## src/rtl/alu_result_fifo.sv

```systemverilog
// Result buffer behind the 3-bit arithmetic unit.
// Tags each issued op with zero/div-by-zero flags and queues it in a FWFT FIFO.
module alu_result_fifo #(
   parameter  int DEPTH = 4,
   localparam int PTR_W = $clog2(DEPTH)
) (
   input  logic             clk,
   input  logic             rst,
   input  logic             clear,
   input  logic             in_valid,
   input  logic [2:0]       in_a,
   input  logic [2:0]       in_b,
   input  logic [1:0]       in_sel,
   input  logic [5:0]       in_result,
   output logic             out_valid,
   input  logic             out_ready,
   output logic [5:0]       out_result,
   output logic [1:0]       out_sel,
   output logic             out_zero,
   output logic             out_dbz,
   output logic [PTR_W:0]   count,
   output logic             full,
   output logic             empty,
   output logic             drop_sticky
);

   typedef struct packed {
      logic [1:0] sel;
      logic       zero;
      logic       dbz;
      logic [5:0] result;
   } entry_t;

   localparam logic [PTR_W:0] FULL_CNT = (PTR_W + 1)'(DEPTH);

   entry_t            mem [DEPTH];
   entry_t            new_entry;
   entry_t            head;
   logic [PTR_W-1:0]  wr_ptr;
   logic [PTR_W-1:0]  rd_ptr;
   logic              push;
   logic              pop;
   logic              drop;
   logic              unused_a;

   // Operand A only matters to the arithmetic unit itself.
   assign unused_a = ^in_a;

   assign full  = (count == FULL_CNT);
   assign empty = (count == '0);

   assign pop  = !empty && out_ready;
   assign push = in_valid && (!full || pop);
   assign drop = in_valid && full && !pop;

   always_comb begin
      new_entry        = '0;
      new_entry.sel    = in_sel;
      new_entry.zero   = (in_result == 6'd0);
      new_entry.dbz    = (in_sel == 2'b11) && (in_b == 3'd0);
      new_entry.result = in_result;
   end

   always_ff @(posedge clk) begin
      if (push && !clear) begin
         mem[wr_ptr] <= new_entry;
      end
   end

   always_ff @(posedge clk or posedge rst) begin
      if (rst) begin
         wr_ptr      <= '0;
         rd_ptr      <= '0;
         count       <= '0;
         drop_sticky <= 1'b0;
      end else if (clear) begin
         wr_ptr      <= '0;
         rd_ptr      <= '0;
         count       <= '0;
         drop_sticky <= 1'b0;
      end else begin
         if (push) begin
            wr_ptr <= wr_ptr + PTR_W'(1);
         end
         if (pop) begin
            rd_ptr <= rd_ptr + PTR_W'(1);
         end
         unique case ({push, pop})
            2'b10:   count <= count + (PTR_W + 1)'(1);
            2'b01:   count <= count - (PTR_W + 1)'(1);
            default: count <= count;
         endcase
         if (drop) begin
            drop_sticky <= 1'b1;
         end
      end
   end

   assign head      = mem[rd_ptr];
   assign out_valid = !empty;

   // Storage is never reset, so mask the head while empty.
   always_comb begin
      out_result = '0;
      out_sel    = '0;
      out_zero   = 1'b0;
      out_dbz    = 1'b0;
      if (!empty) begin
         out_result = head.result;
         out_sel    = head.sel;
         out_zero   = head.zero;
         out_dbz    = head.dbz;
      end
   end

endmodule

```

## config.mk

```make
export PLATFORM = sky130hd
export DESIGN_NAME = alu_result_fifo
export DESIGN_NICKNAME = d
export VERILOG_FILES = /design/src/rtl/alu_result_fifo.sv
export SDC_FILE = /design/constraint.sdc
export NUM_CORES = 1
export LEC_CHECK = 0
export BUFFER_PORTS_ARGS = -buffer_cell sky130_fd_sc_hd__buf_4
export CAP_MARGIN = 0
export CORE_ASPECT_RATIO = 1.1
export CORE_MARGIN = 5
export CORE_UTILIZATION = 55
export CTS_CLUSTER_DIAMETER = 150
export DETAILED_ROUTE_END_ITERATION = 8
export HOLD_SLACK_MARGIN = 0.15
export PLACE_DENSITY = 0.85
export SYNTH_ARGS = -nofsm -noshare
export SYNTH_HDL_FRONTEND = slang
export SYNTH_SLANG_ARGS = --single-unit
```

## constraint.sdc

```tcl
create_clock -name clk -period 2.85 [get_ports clk]
set_input_delay 0 -clock clk [delete_from_list [all_inputs] [get_ports clk]]
set_output_delay 0 -clock clk [all_outputs]
set_load 0.1 [all_outputs]
```

==> impl_metrics.json <==
{
  "cp_slowest_cell": "dlygate4sd3_1",
  "worstPathArrival_ns": 2.59,
  "leakagePower_nw": 0.999,
  "nets": 207,
  "required_ns": 3.07,
  "grt_use_met3_pct": 3.96,
  "rsz0062_at_grt": "false",
  "end_kind": "flip-flop",
  "num_io_pins": 36,
  "busiest_layer": "met2",
  "critPathMaxFanout": 11,
  "drtIter0Drc": 91,
  "finalCritPeriodShare_pct": 83.2,
  "antenna_found_initial": 0,
  "clock.fmax_mhz": 422,
  "synth_cells": 136,
  "firstDrtPassIters": 4,
  "io_buffers": 32,
  "final_hold_viol_count": 0,
  "drt_wl_total_mm": 4.11,
  "syn_nets": 160,
  "grt_max_degree": 15,
  "final_antenna_net_count": 0,
  "ir_worst_vdd_mv": 0.502,
  "start_util_pct": 55.8,
  "tns_ns": 0,
  "clk_latency_ns": 0.29,
  "status": "complete, no violations",
  "fp.dieH_um": 75.8,
  "max_stage_delay_ns": 0.58,
  "p_per_area_mw_per_mm2": 685,
  "hp-class": "in2async",
  "cts.reportedPaths.clkPinSlew_ns": 0.08,
  "layout-drive-gt1-share_pct": 27.2,
  "crit_chain": "nor3_1 -> nor2_1 -> fa_1 -> o2111ai_1 -> a211oi_1 -> dlygate4sd3_1",
  "gr-total-overflow": 0,
  "fill_cells": 240,
  "h-tree-depth": 2,
  "cts_tree": "done",
  "final.min_clock_period_ns": 2.37,
  "synthTopCellsByArea": "edfxtp_1 (56%), dfrtp_1 (9.3%), mux4_1 (6.1%)",
  "critPathKind": "reg2reg",
  "drcViolationCount": 0,
  "synth-warning-count": 0,
  "cts.repair.resized": 0,
  "synth-edff-count": 40,
  "ys_types": 36,
  "wl_per_cell_um": 17.4,
  "reg2reg_from": "count[2]",
  "crit_start": "count[2]",
  "area_growth_pct": 24.3,
  "diodes": 0,
  "postLayoutCoreUtil_pct": 69.4,
  "place_congestion": 0.743,
  "ys_ff_latch": 48,
  "die_width_um": 69.8,
  "syn_area_mm2": 0.00216,
  "dp_hpwl_mm": 2.66,
  "dieArea_mm2": 0.00529,
  "worst-slew-pin-transition_ns": 0.655,
  "crit_path_start_kind": "flip-flop",
  "grt_pass1_vias": 1420,
  "grt_pass1_wl_mm": 6.62,
  "grt_use_total_pct": 16.8,
  "design.core.area_mm2": 0.00387,
  "synth-async-reset-ratio_pct": 16.7,
  "synth_top_area_share_pct": 55.5,
  "report.power.total_w": 0.00184,
  "post_drt_via_cell_ratio": 5.53,
  "cts-root-buf": "clkbuf_8",
  "synth-seq-area-share_pct": 64.8,
  "setup_viol": 0,
  "drv_slew": 0,
  "max_cap_viol_count": 0,
  "postCtsSetupRepairBufs": 0,
  "cts_inserted_buffers": 5,
  "gr-usage-met1_pct": 18.2,
  "yosysTopAreaCell": "edfxtp_1",
  "synth_commonest_cells": "edfxtp_1 (40), nor2b_1 (12), dfrtp_1 (8), inv_1 (7)",
  "max_slew_margin_pct": 56.4,
  "cts_buffer_depth": 2,
  "met2_usage_pct": 32.0,
  "vias": 1305,
  "synth-main-ff-cell": "edfxtp_1",
  "rows": 24,
  "clock-sinks": 48,
  "syn_area_per_cell_um2": 15.9,
  "finClkSkew_ns": 0.00417,
  "yosysMostFrequentCell": "edfxtp_1"
}
==> layout make-up <==
type	count	area (um2)	share of cell area (%)
well taps	52	65.1	2.42
clock inverters	3	37.5	1.40
inverters	7	26.3	0.977
clock buffers	5	68.8	2.56
repair buffers	49	408	15.2
multi-input cells	72	678	25.2
flip-flops and latches	48	1410	52.3
==> routing by layer <==
metal  share of wire (%)  wire length [um]
met1                  40              1630
met2                  54              2220
met3                 5.4               221
met4                0.93                38
met5                   0                 0
==> placed cells by master (no fill, tap or decap), drive strengths merged, types with 2 or more instances in the layout <==
cell type	instances
edfxtp	40
buf	33
dlygate4sd3	16
nor2b	12
mux4	10
dfrtp	8
inv	7
nor2	6
and2	5
clkbuf	5
ha	4
a21oi	3
xor2	3
nor3	3
o21ai	2
nand3b	2
a31oi	2
or4	2
nand2	2
nand3	2
o2111ai	2
clkinv	2
==> cells by family after synthesis <==
logic type	after synthesis	synth area share [%]
multiplexers	10	11.3
XOR/XNOR	4	1.62
AND/OR/NAND/NOR	39	10.8
flip-flops	48	64.8
AO/OA/AOI/OAI	14	4.40
adder cells (fa/ha/maj)	5	3.24
buffers and inverters	16	3.88
==> per-stage QoR <==
step / setup WS, ns / std cells / hold slack, ns / instance area, um2
6_report: 0.480 / 236 / 0.219 / 2690
5_1_grt: 0.380 / 236 / 0.245 / 2690
4_1_cts: 0.531 / 236 / 0.217 / 2690
3_5_place_dp: 0.802 / 212 / -0.0271 / 2420
3_3_place_gp: 0.879 / 212 / -0.0371 / 2420
2_1_floorplan: 0.0275 / 136 / -0.185 / 2170
==> path summary, 6_finish.rpt <==
path	to	slack [ns]	cells after the start
worst max-delay path	count[1]	0.48	6
worst min-delay path	wr_ptr[0]	0.22	3
worst max register to register	count[1]	0.48	6
worst min register to register	drop_sticky	0.52	2
max in group asynchronous	count[0]	2.37	3
min in group clk	mem[2][4]	0.46	2
==> registers in the layout, summed over array words and instances, names as in the netlist <==
signal       flops
drop_sticky      1
mem             40
count            3
rd_ptr           2
wr_ptr           2
==> report_power, final <==
group | internal (W) | leakage [nW] | switching, W
sequential | 0.000785 | 0.472 | 0.0000382
combinational | 0.000156 | 0.474 | 0.000405
clock | 0.000255 | 0.0532 | 0.000203
==> timing repair <==
item                                    in CTS  in global routing
hold endpoints to repair                    56                  0
hold buffers                                16                  0
endpoints found under the setup margin       0                  0
==> critical path: cells and delay by family, from the launching register on <==
| family | cells | cell delay (ns) |
|---|---|---|
| buffers and inverters | 1 | 0.58 |
| adders and majority gates | 1 | 0.51 |
| DFF | 1 | 0.48 |
| and+or+nand+nor | 2 | 0.37 |
| AOI/OAI and AO/OA | 2 | 0.36 |
(Power assumes the default switching activity.)
